`src/rtl/mseq_pkg.sv`:
```
// rtl/mseq_pkg.sv - shared types, default tap masks and step function for mseq_gen
package mseq_pkg;

  typedef enum logic [1:0] {
    S_IDLE    = 2'd0,
    S_RUN     = 2'd1,
    S_RECOVER = 2'd2
  } mseq_state_e;

  // Bit i set means state bit i feeds the XOR (x^n term maps to bit n-1).
  localparam logic [31:0] TAPS_N4  = 32'h0000_000C;
  localparam logic [31:0] TAPS_N7  = 32'h0000_0060;
  localparam logic [31:0] TAPS_N9  = 32'h0000_0110;
  localparam logic [31:0] TAPS_N11 = 32'h0000_0500;
  localparam logic [31:0] TAPS_N15 = 32'h0000_6000;
  localparam logic [31:0] TAPS_N16 = 32'h0000_B400;
  localparam logic [31:0] TAPS_N23 = 32'h0042_0000;
  localparam logic [31:0] TAPS_N31 = 32'h4800_0000;

  function automatic logic [31:0] default_taps(input int n);
    case (n)
      4:       return TAPS_N4;
      7:       return TAPS_N7;
      9:       return TAPS_N9;
      11:      return TAPS_N11;
      15:      return TAPS_N15;
      16:      return TAPS_N16;
      23:      return TAPS_N23;
      31:      return TAPS_N31;
      default: return 32'h1 << (n - 1);
    endcase
  endfunction

  // Callers zero-extend narrower states, so the parity only sees the live bits.
  function automatic logic [31:0] next_state(input logic [31:0] s, input logic [31:0] taps);
    return {s[30:0], ^(s & taps)};
  endfunction

endpackage

```
`src/rtl/mseq_step.sv`:
```
// rtl/mseq_step.sv - one combinational Fibonacci LFSR step
module mseq_step
  import mseq_pkg::*;
#(
  parameter int N = 16
) (
  input  logic [N-1:0] s,
  input  logic [N-1:0] taps,
  output logic [N-1:0] s_next,
  output logic         out
);

  assign s_next = N'(next_state(32'(s), 32'(taps)));
  assign out    = s[N-1];

endmodule

```
`src/rtl/mseq_gen.sv`:
```
// rtl/mseq_gen.sv - parametrised m-sequence generator, W bits per enabled cycle
// Optional all-zero state recovery when MSEQ_ZERO_GUARD_EN is defined.
module mseq_gen
  import mseq_pkg::*;
#(
  parameter int           N        = 16,
  parameter int           W        = 1,
  parameter logic [N-1:0] DEF_TAPS = N'(default_taps(N)),
  parameter logic [N-1:0] DEF_SEED = N'(1)
) (
  input  logic         clk_sig,
  input  logic         rst_sig,
  input  logic         en_sig,
  input  logic         load_sig,
  input  logic [N-1:0] seed_sig,
  input  logic [N-1:0] taps_sig,
  output logic         m_sig,
  output logic [W-1:0] m_par_sig,
  output logic         valid_sig,
  output logic         wrap_sig,
  output logic [N-1:0] step_cnt_sig
);

  mseq_state_e  fsm_q, fsm_d;
  logic [N-1:0] lfsr_q, lfsr_d;
  logic [N-1:0] taps_q, taps_d;
  logic [N-1:0] seed_q, seed_d;
  logic [W-1:0] par_q, par_d;
  logic         valid_q, valid_d;
  logic         wrap_q, wrap_d;
  logic [N-1:0] cnt_q, cnt_d;

  logic [N-1:0] chain_s [0:W];
  logic [W-1:0] chunk;
  logic [W-1:0] hit;
  logic [N-1:0] steps_past;

  assign chain_s[0] = lfsr_q;

  for (genvar k = 0; k < W; k++) begin : g_chain
    mseq_step #(.N(N)) u_step (
      .s      (chain_s[k]),
      .taps   (taps_q),
      .s_next (chain_s[k+1]),
      .out    (chunk[W-1-k])
    );
    assign hit[k] = (chain_s[k+1] == seed_q);
  end

  // The latest seed match in the chunk decides how many steps are already past the wrap.
  always_comb begin
    steps_past = '0;
    for (int k = 0; k < W; k++) begin
      if (hit[k]) steps_past = N'(W - 1 - k);
    end
  end

  always_comb begin
    fsm_d   = fsm_q;
    lfsr_d  = lfsr_q;
    taps_d  = taps_q;
    seed_d  = seed_q;
    par_d   = par_q;
    valid_d = 1'b0;
    wrap_d  = 1'b0;
    cnt_d   = cnt_q;
    case (fsm_q)
      S_IDLE, S_RUN: begin
        if (load_sig) begin
          lfsr_d = seed_sig;
          taps_d = taps_sig;
          seed_d = seed_sig;
          cnt_d  = '0;
          fsm_d  = S_RUN;
`ifdef MSEQ_ZERO_GUARD_EN
          if (seed_sig == '0) fsm_d = S_RECOVER;
`endif
        end else if (en_sig) begin
          lfsr_d  = chain_s[W];
          par_d   = chunk;
          valid_d = 1'b1;
          wrap_d  = |hit;
          cnt_d   = (|hit) ? steps_past : cnt_q + N'(W);
          fsm_d   = S_RUN;
`ifdef MSEQ_ZERO_GUARD_EN
          if (chain_s[W] == '0) fsm_d = S_RECOVER;
`endif
        end
      end
`ifdef MSEQ_ZERO_GUARD_EN
      // Single recovery cycle: loads and enables are both ignored here.
      S_RECOVER: begin
        lfsr_d = DEF_SEED;
        seed_d = DEF_SEED;
        cnt_d  = '0;
        fsm_d  = S_RUN;
      end
`endif
      default: fsm_d = S_IDLE;
    endcase
  end

  always_ff @(posedge clk_sig or negedge rst_sig) begin
    if (!rst_sig) begin
      fsm_q   <= S_IDLE;
      lfsr_q  <= DEF_SEED;
      taps_q  <= DEF_TAPS;
      seed_q  <= DEF_SEED;
      par_q   <= '0;
      valid_q <= 1'b0;
      wrap_q  <= 1'b0;
      cnt_q   <= '0;
    end else begin
      fsm_q   <= fsm_d;
      lfsr_q  <= lfsr_d;
      taps_q  <= taps_d;
      seed_q  <= seed_d;
      par_q   <= par_d;
      valid_q <= valid_d;
      wrap_q  <= wrap_d;
      cnt_q   <= cnt_d;
    end
  end

  assign m_sig        = par_q[W-1];
  assign m_par_sig    = par_q;
  assign valid_sig    = valid_q;
  assign wrap_sig     = wrap_q;
  assign step_cnt_sig = cnt_q;

endmodule

```
`config.mk`:
```
export PLATFORM = sky130hd
export DESIGN_NAME = mseq_gen
export DESIGN_NICKNAME = d
export VERILOG_FILES = /design/src/rtl/mseq_pkg.sv /design/src/rtl/mseq_step.sv /design/src/rtl/mseq_gen.sv
export SDC_FILE = /design/constraint.sdc
export NUM_CORES = 1
export LEC_CHECK = 0
export BUFFER_PORTS_ARGS = -buffer_cell sky130_fd_sc_hd__buf_2
export CORE_UTILIZATION = 37
export CTS_CLUSTER_SIZE = 12
export DETAILED_ROUTE_END_ITERATION = 16
export PLACE_DENSITY = 0.66
export SYNTH_ARGS = -nofsm -noshare
export SYNTH_HDL_FRONTEND = slang
export SYNTH_HIERARCHICAL = 1
export SYNTH_SLANG_ARGS = --single-unit
export TNS_END_PERCENT = 5
```
`constraint.sdc`:
```
create_clock -name clk_sig -period 3.9 [get_ports clk_sig]
set_input_delay 0.39 -clock clk_sig [delete_from_list [all_inputs] [get_ports clk_sig]]
set_output_delay 0.39 -clock clk_sig [all_outputs]
set_load 0.1 [all_outputs]
```
* After elaboration in Yosys (flattened, before gate mapping) *
Index checks and enable logic that the tools add are counted.

word-level totals
  word-level logic and storage cells = 35
  output and inout bits = 20
  register bits after elaboration = 69

cells by class
  add/subtract/negate cells = 1
  eq/ne operators = 3
  bitwise gates (word level) = 2
  reduce and logical (&&, ||, !) cells = 7
  mux-type cells = 14

operator list
  operator                                             number
  two-way mux 16 bit                                   5
  parity 32 bit                                        1
  adder 16 x 1 -> 16 bit, second input constant        1
  AND 16 bit                                           1
  equality test 16 bit                                 1
  two-way mux 1 bit                                    6
  two-way mux 2 bit                                    3
  AND reduction 2 bit                                  2
  inequality test 3 bit, second input constant         1
  AND reduction 3 bit                                  1
  equality test 2 x 1 -> 1 bit, second input constant  1
  logical NOT 2 bit                                    1
  nonzero test 2 bit                                   1
  OR reduction 2 bit                                   1
  inverter 1 bit                                       1

* Depth between registers and ports, before layout *
  depth after elaboration = 6
  depth in mapped cells = 12
  depth with buffers taken out = 10

* Modules after synthesis *
Netlist, hierarchy kept.

modules (own cells, without submodules)
  module     instances  sequential area each (um^2)  cells each  area an instance (um^2)
  mseq_gen   1          1684.1                       296         3111.7
  mseq_step  1          0.0                          47          311.5

* Worst setup path before layout *
OpenSTA, ideal clock, no wires.

  path kind = reg2reg
  start point = reg cnt_q[1] (netlist: step_cnt_sig[1])
  end point = reg cnt_q[10] (netlist: step_cnt_sig[10])
  setup slack = 1.530 ns
  setup time = 0.078 ns
  stages on the path, launching flop included = 7
  arrival = 2.292 ns
  period minus slack after synthesis = 2.370 ns
  path through = dfrtp_1 > ha_1 > nand3_4 > nor2_4 > nand4_1 > or4b_1 > a21oi_1

on the way
  longest elaborated chain between the ends = 4

RTL lines
  element                 RTL line         RTL
  start, declared         mseq_gen.sv:31   logic [N-1:0] cnt_q, cnt_d;
  start signal, assigned  mseq_gen.sv:121  cnt_q <= cnt_d;
  adder 16 x 1 -> 16 bit  mseq_gen.sv:83   cnt_d = (|hit) ? steps_past : cnt_q + N'(W);
  two-way mux 16 bit      mseq_gen.sv:83
  two-way mux 16 bit      mseq_gen.sv:78   end else if (en_sig) begin
  two-way mux 16 bit      mseq_gen.sv:69   if (load_sig) begin

No other way between the ends. The select of a mux whose other input is x is not followed.
A chain may end at the register's enable or synchronous reset.

==> impl_metrics.ini <==
[finish]
area_growth_pct = 12.7
layoutNonFillerInstCount = 491
fin_area_sq_um = 3860
final_core_util = 0.436
final_cell_mix = 61 x dfrtp_1, 55 x buf_2, 48 x nand2_1
drive_gt1_frac = 0.264
finalNetCount = 415
antennaDiodeCount = 0
nFillCells = 902
final_common_cell = dfrtp_1

[global_route]
grt_max_degree = 56
grt.overflow.total = 0
grt_pass1_wl_um = 11500
antenna_found_initial = 0
grtUsageTotal = 0.152
grt_pass1_vias = 2353

[timing]
fin_skew_ns = 0.00823
worst_pin_slew_ns = 1.10
fin_crit_ns = 2.85
max_freq_ghz = 0.351
period_share = 0.730
timing.final.hold_violations = 0
rsz0062_at_grt = false
fin_ws_ns = 1.05
setup_viol = 0
fin_hold_ws_ns = 0.265
relSlewSlack = 0.265
finalMaxSlewViolations = 0
setup_tns_ns = 0

[route]
drc = 5
drt_iter0_drc = 146
wirelength_um = 6960
num_vias = 2485
ant_nets = 0
wl_per_cell_um = 14.2
dr.pass1.iters = 11
via_per_inst = 5.06

[synth]
syn-num-nets = 380
ys_warn_count = 6
syn_area_per_cell_sq_um = 9.98
async_flop_share = 1.00
ys.flop_type = dfrtp_1
ys_ff_latch = 67
synth_edf_count = 0
ys_seq_area_frac = 0.492
synth_cell_types = 37
netlist_area_sq_um = 3420
syn_inst = 343

[clocking]
clock-sinks = 67
cts_tree = done
htreeDepth = 3
cts_hold_buf = 0
root_buffer = clkbuf_8
cts_setup_buffers = 0
clk_pin_slew_ns = 0.07
cts.path.max_buffers = 2
clock_latency_ns = 0.34
cts_buffers = 9
ctsResizeCount = 0

[worst_setup_path]
crit_fanout = 12
crit_end = step_cnt_sig[10]
critical-path-slowest-cell = dfstp_2
startpoint_type = register
cpPeakStageDelay_ns = 0.56
path_class = register to register
path_depth = 11
setup.worst_path.start = lfsr_q[0]
reg2reg_from = lfsr_q[0]
cp.required_ns = 4.10
path_buf_inv = 1
cpMostUsedCell = xnor2_1
worstRegToRegCells = 11
cp_top_family = XOR/XNOR gates
worst_setup_path_end_kind = register
reg2reg_slack_ns = 1.05
cp.arrival_ns = 3.05
cp_cell_sequence = nand2_1, xnor2_1, xnor2_1, xnor2_1, xnor2_1, xor2_1, nor4_1, nand4_1, buf_4, a31oi_1, a21oi_1
r2r_end = step_cnt_sig[10]

[placed_design]
placed_area_sq_um = 3650
dp_cells = 475
port_buffers = 55
hpwl_um = 4830
dp_slack_ns = 1.08
place.gp.congestion = 0.782

[floorplan]
coreArea_sq_um = 8850
die_w_um = 98.2
fp-row-count = 34
ios = 56
fp.dieH_um = 98.2
start_util = 0.387
die_area_sq_um = 9640

[flow_run]
max-cap-violations = 0

[hold_path]
min_path_type = input port to async pin

[power_and_ir_drop]
power.density_nw_per_um2 = 450
peakVddDrop_mv = 0.166
power.leakage_nw = 1.81
finalPower_mw = 1.74

[outcome]
violations = design-rule violations
status = finished with violations
cells in the mapped netlist, types with 6 or more instances:
library cell / count / area (sq um)
xnor2_1: 12 / 105
nand2_1: 48 / 180
dfstp_2: 6 / 158
dfrtp_1: 61 / 1530
a31oi_1: 20 / 125
o21ai_0: 32 / 160
buf_4: 18 / 135
nor2_1: 12 / 45.0
inv_1: 19 / 71.3
xor2_1: 19 / 166
mux2_2: 17 / 191
nor4_1: 6 / 37.5
mux2i_1: 17 / 170
clkbuf_1: 9 / 33.8
worst min path at each step:
| stage | cells past startpoint | end | slack, ns |
|---|---|---|---|
| 5_1_grt | 2 | taps_q[4] | 0.27 |
| 6_report | 1 | lfsr_q[6] | 0.26 |
| 4_1_cts | 3 | seed_q[3] | 0.27 |
| 3_5_place_dp | 2 | seed_q[0] | 0.47 |
| 2_1_floorplan | 0 | lfsr_q[10] | 0.09 |
| 3_3_place_gp | 2 | seed_q[0] | 0.47 |
cell families after synthesis:
group                    synth area share
adder cells (fa/ha/maj)           0.00365
AND/OR/NAND/NOR                     0.135
XOR/XNOR                           0.0793
AO/OA/AOI/OAI                       0.100
buffers and inverters              0.0841
flip-flops                          0.492
multiplexers                        0.106
registers in the layout, summed over array words and instances, names as in the netlist:
name          count
lfsr_q           16
m_par_sig         1
wrap_sig          1
step_cnt_sig     16
valid_sig         1
seed_q           16
taps_q           16
power by group:
part	switching, mW	internal, mW
clock	0.251	0.349
combinational	0.189	0.135
sequential	0.0529	0.761
layout make-up:
cell class,instances,area (sq um),share of cell area
clock buffers,15,176,0.0457
clock inverters,1,30.0,0.00778
inverters,20,75.1,0.0195
multi-input cells,221,1450,0.376
flip-flops and latches,67,1680,0.437
well taps,108,135,0.0350
repair buffers,59,305,0.0791
worst reg2reg max path, delay by kind of cell (launching register included):
kind	cells	cell delay, ns
flip-flops	1	0.56
AND/OR/NAND/NOR	3	0.73
AO/OA/AOI/OAI	2	0.25
XOR/XNOR	5	0.80
buffers and inverters	1	0.36
routing by layer:
metal | part of all wire | vias to the layer above | GRT usage
li1 | - | 1229 | -
met1 | 0.47 | 1191 | 0.202
met2 | 0.47 | 56 | 0.242
met3 | 0.032 | 9 | 0.0308
met4 | 0.018 | 0 | 0.0654
met5 | 0 | - | 0
Note: power is estimated with default switching activity, not from simulation.
